$ cat src/rtl/collatz_sweep_ctrl_if.sv
// Job handshake between the sweep sequencer (master) and the shared Collatz engine (slave).
// One-cycle core_start launches core_n; core_count is read when core_busy falls.
interface collatz_sweep_ctrl_if #(
  parameter int W  = 8,
  parameter int CW = 8
);
  logic          core_start;
  logic [W-1:0]  core_n;
  logic          core_busy;
  logic [CW-1:0] core_count;

  modport master (output core_start, core_n, input core_busy, core_count);
  modport slave  (input core_start, core_n, output core_busy, core_count);
endinterface

$ cat src/rtl/collatz_sweep_ctrl.sv
// Sweeps n = range_lo..range_hi through one Collatz engine and keeps the n with the longest trajectory.
// Go to done takes 5 + engine-cycles for a single n; abort returns to IDLE without done.
module collatz_sweep_ctrl #(
  parameter int W       = 8,
  parameter int CW      = 8,
  parameter int TIMEOUT = 4
) (
  input  logic                 clk,
  input  logic                 rst_n,
  input  logic                 go,
  input  logic                 abort,
  input  logic [W-1:0]         range_lo,
  input  logic [W-1:0]         range_hi,
  collatz_sweep_ctrl_if.master core,
  output logic                 busy,
  output logic                 done,
  output logic                 err,
  output logic [W-1:0]         best_n,
  output logic [CW-1:0]        best_count,
  output logic [W-1:0]         jobs_done
);
  localparam int TW = $clog2(TIMEOUT + 1);

  typedef enum logic [2:0] {
    S_IDLE, S_CHECK, S_ISSUE, S_WAIT_B, S_WAIT_D, S_NEXT, S_FIN
  } state_t;

  state_t        state, state_nx;
  logic [W-1:0]  hi;
  logic [W:0]    cur;
  logic [TW-1:0] tcnt;
  logic          accept;
  logic          tmo;

  assign accept = go && !abort;
  assign tmo    = (tcnt == TW'(TIMEOUT - 1));

  always_ff @(posedge clk or negedge rst_n) begin
    if (!rst_n) state <= S_IDLE;
    else        state <= state_nx;
  end

  always_comb begin
    state_nx = state;
    case (state)
      S_IDLE:   if (accept) state_nx = (range_lo > range_hi) ? S_FIN : S_CHECK;
      // Hold off a launch while an abandoned job from an aborted sweep is still running.
      S_CHECK:  if (cur < (W+1)'(2)) state_nx = S_NEXT;
                else if (!core.core_busy) state_nx = S_ISSUE;
      S_ISSUE:  state_nx = S_WAIT_B;
      S_WAIT_B: if (core.core_busy) state_nx = S_WAIT_D;
                else if (tmo) state_nx = S_FIN;
      S_WAIT_D: if (!core.core_busy) state_nx = S_NEXT;
      S_NEXT:   state_nx = (cur[W-1:0] == hi) ? S_FIN : S_CHECK;
      S_FIN:    state_nx = S_IDLE;
      default:  state_nx = S_IDLE;
    endcase
    if (abort && state != S_IDLE) state_nx = S_IDLE;
  end

  always_ff @(posedge clk or negedge rst_n) begin
    if (!rst_n) begin
      hi         <= '0;
      cur        <= '0;
      tcnt       <= '0;
      err        <= 1'b0;
      best_n     <= '0;
      best_count <= '0;
      jobs_done  <= '0;
    end else begin
      case (state)
        S_IDLE: if (accept) begin
          hi         <= range_hi;
          cur        <= {1'b0, range_lo};
          err        <= 1'b0;
          best_n     <= '0;
          best_count <= '0;
          jobs_done  <= '0;
        end
        S_ISSUE: tcnt <= '0;
        S_WAIT_B: if (!abort && !core.core_busy) begin
          if (tmo) err <= 1'b1;
          else     tcnt <= tcnt + 1'b1;
        end
        // Strictly greater: on a tie the earlier (smaller) n is kept.
        S_WAIT_D: if (!abort && !core.core_busy && core.core_count > best_count) begin
          best_count <= core.core_count;
          best_n     <= cur[W-1:0];
        end
        // Compare against hi before incrementing so hi = 2^W-1 never wraps.
        S_NEXT: if (!abort) begin
          jobs_done <= jobs_done + 1'b1;
          if (cur[W-1:0] != hi) cur <= cur + 1'b1;
        end
        default: ;
      endcase
    end
  end

  assign busy            = (state != S_IDLE);
  assign done            = (state == S_FIN);
  assign core.core_start = (state == S_ISSUE);
  assign core.core_n     = cur[W-1:0];
endmodule

$ cat src/flat_wrapper.sv
// flat-port wrapper written by rule: the top's interface ports become plain ports
module collatz_sweep_ctrl_flat 
#(
  parameter int W       = 8,
  parameter int CW      = 8,
  parameter int TIMEOUT = 4
)
  (clk, rst_n, go, abort, range_lo, range_hi, busy, done, err, best_n, best_count, jobs_done, core_core_start, core_core_n, core_core_busy, core_core_count);
  collatz_sweep_ctrl_if #(.W(W), .CW(CW)) core_i ();
  input  logic clk;
  input  logic rst_n;
  input  logic go;
  input  logic abort;
  input  logic [W-1:0] range_lo;
  input  logic [W-1:0] range_hi;
  output logic busy;
  output logic done;
  output logic err;
  output logic [W-1:0] best_n;
  output logic [CW-1:0] best_count;
  output logic [W-1:0] jobs_done;
  output wire logic [$bits(core_i.core_start)-1:0] core_core_start;
  output wire logic [$bits(core_i.core_n)-1:0] core_core_n;
  input wire logic [$bits(core_i.core_busy)-1:0] core_core_busy;
  input wire logic [$bits(core_i.core_count)-1:0] core_core_count;
  assign core_core_start = core_i.core_start;
  assign core_core_n = core_i.core_n;
  assign core_i.core_busy = core_core_busy;
  assign core_i.core_count = core_core_count;
  collatz_sweep_ctrl #(.W(W), .CW(CW), .TIMEOUT(TIMEOUT)) u_core (.clk(clk), .rst_n(rst_n), .go(go), .abort(abort), .range_lo(range_lo), .range_hi(range_hi), .core(core_i), .busy(busy), .done(done), .err(err), .best_n(best_n), .best_count(best_count), .jobs_done(jobs_done));
endmodule
$ cat config.mk
export PLATFORM = sky130hd
export DESIGN_NAME = collatz_sweep_ctrl_flat
export DESIGN_NICKNAME = d
export VERILOG_FILES = /design/src/rtl/collatz_sweep_ctrl_if.sv /design/src/rtl/collatz_sweep_ctrl.sv /design/src/flat_wrapper.sv
export SDC_FILE = /design/constraint.sdc
export NUM_CORES = 1
export LEC_CHECK = 0
export BUFFER_PORTS_ARGS = -buffer_cell sky130_fd_sc_hd__buf_2
export CAP_MARGIN = 10
export CELL_PAD_IN_SITES_DETAIL_PLACEMENT = 2
export CELL_PAD_IN_SITES_GLOBAL_PLACEMENT = 2
export CORE_MARGIN = 5
export CORE_UTILIZATION = 35
export DETAILED_ROUTE_END_ITERATION = 8
export GPL_TIMING_DRIVEN = 1
export HOLD_SLACK_MARGIN = 0.06
export PLACE_DENSITY = 0.95
export SLEW_MARGIN = 20
export SYNTH_ARGS = -nofsm -noshare
export SYNTH_HDL_FRONTEND = slang
export SYNTH_SLANG_ARGS = --single-unit
$ cat constraint.sdc
create_clock -name clk -period 5.3 [get_ports clk]
set_input_delay 1.06 -clock clk [delete_from_list [all_inputs] [get_ports clk]]
set_output_delay 1.06 -clock clk [all_outputs]
set_load 0.01 [all_outputs]
==> out/results.ini <==
[status]
outcome=complete, no violations

[power]
finalPower_w=0.001551
p_leak_nw=1.632
power_density_nw_per_um2=430.6
vdd_ir_drop_max_mv=0.1679

[logic_synthesis]
yosysTopAreaCell=dfrtp_1
netlist_area_um2=3143
yosys_warnings=0
ys_async_sr_fraction=1.000
synth_edf_count=0
synth_area_leaders=dfrtp_1 38%, nand2_1 8.1%, ha_1 8.0%
ys_ff_latch=48
yosys.area.top_type_share=0.3822
synth_ff_type=dfrtp_1
synth_fp_nets=405
ys_top_cells_by_count=68 x nand2_1, 48 x dfrtp_1, 22 x o21ai_0
seq_area_frac_synth=0.3822
syn_inst=356
synth.most_common_cell=nand2_1
synth_cell_types=57
syn_area_per_cell_um2=8.829

[timing]
finalSetupViolCount=0
maxSlewHeadroom=0.3610
finalHoldViolCount=0
rsz0062_at_grt=no
worst_pin_slew_ps=955.4
skew_ps=14.06
fin_tns_setup_ps=0
hold_ws_ps=515.4
drv_slew=0
post-route-min-period_ps=2951
max_freq_mhz=338.9
fin_crit_sh=0.5568

[clocking]
postCtsSetupBuffers=0
cts_tree=done
clkTransAtPathRegs_ps=100
cts_buffers=5
htreeDepth=2
clk_path_buf_depth=2
cts_resized=0
cts_sinks=48
clkLatencyLatePin_ps=320
cts_hold_buf=0
cts-root-buf=clkbuf_8

[critical_path]
arrival_ps=3170
critPathSlowestCell=nor3_4
critPathMaxStageDelay_ps=850
critPathLaunchType=flip-flop
criticalPathCategory=reg2reg
critPathMaxFanout=19
crit_chain=inv_2 > nor3_4 > nand2_1 > nor3_4 > mux2i_1
end_kind=flip-flop
crit_top_cell=nor3_4
required_ps=5520

[flow_run]
cap_violations=0

[placement]
dp_hpwl_um=7859
gp_congestion=0.8541
placed_area_um2=3463
port_buffers=64

[route]
antenna_left=0
via_per_inst=5.665
first_pass_iters=4
initialDrtViolationCount=137
vias=2906
wirelength_um=10940
drc_errors=0
wire_per_inst_um=21.33

[die]
fp.dieW_um=104.8
rows=34
start_util=0.3604
die_area_um2=10980
die_h_um=104.8
core-area_um2=8721
io_pins=65

[global_route]
antenna_found_initial=0
grt_pass1_vias=3308
overflow=0
grt_pass1_wl_um=17690
track_usage=0.1986
grt_max_degree=49

[finish]
fin_nets=453
n_antenna_cell=0
final_area_um2=3601
multi_input_area_um2=1709
fill_cells=987
drive_gt1_frac=0.2123
utilization=0.4129
regArea_um2=1201
areaGrowthSynthToFinish_pct=14.57

[worst_hold_path]
hold_class=reg2reg

kinds of logic after synthesis:
group,share of synthesized area
muxes,0.05772
adders and majority gates,0.07962
DFF,0.3822
xor gates and xnor gates,0.03623
and+or+nand+nor,0.2205
AOI/OAI and AO/OA,0.1497
buffers and inverters,0.07404
area by class of cell:
class                      instances  share of cell area
timing repair buffer              66             0.09312
sequential                        48              0.3336
tap                              108             0.03753
clock inverter                     3             0.01911
clock buffer                       5             0.01911
inverter                          22             0.02293
multi-input combinational        261              0.4746
metrics by stage:
stage	instances	setup WS, ps
2_1_floorplan	356	2788
3_3_place_gp	505	2334
3_5_place_dp	505	2046
4_1_cts	513	2281
5_1_grt	513	2098
6_report	513	2349
sequential cells by signal (all words and copies together), names as in the netlist:
signal and count:
u_core.cur 9, u_core.best_count 8, u_core.best_n 8, u_core.hi 8
u_core.jobs_done 8, u_core.state 3, u_core.tcnt 3, u_core.err 1
metal layers:
metal	routed length [µm]	GRT usage
met2	5757	0.3642
met4	312	0.07032
met3	503	0.03884
met1	4370	0.2278
met5	0	0
path summary, 6_finish.rpt:
check | from | to | slack (ps) | cells after the start
max | u_core.state[2] | u_core.best_n[1] | 2350 | 5
min | u_core.hi[1] | u_core.hi[1] | 520 | 2
max reg2reg | u_core.state[2] | u_core.best_n[1] | 2350 | 5
min reg2reg | u_core.hi[1] | u_core.hi[1] | 520 | 2
max in group asynchronous | rst_n | u_core.err | 4020 | 2
min in group asynchronous | rst_n | u_core.best_count[4] | 850 | 2
cell usage in the layout, fill, tap and decap left out, drive strengths merged, types with 4 or more instances in the layout:
cell    instances
o21ai          23
inv            23
nor2           16
nor3           12
a31oi           4
mux2i          17
buf            66
ha             20
nand2          68
xnor2          10
nand3           6
a21oi          14
clkbuf          5
dfrtp          48
or3             5
nand4          10
critical path: cells and delay by family, from the launching register on:
family | cells | cell delay (ps)
buffers and inverters | 1 | 150
flip-flops | 1 | 680
multiplexers | 1 | 310
AND/OR/NAND/NOR | 3 | 1710
report_power, final:
| group | internal (W) | switching, W |
|---|---|---|
| logic | 0.000242 | 0.000353 |
| clock network | 0.000190 | 0.000143 |
| registers | 0.000449 | 0.000173 |
| total | 0.000881 | 0.000669 |
No activity file was read; power rests on OpenSTA's default activity.
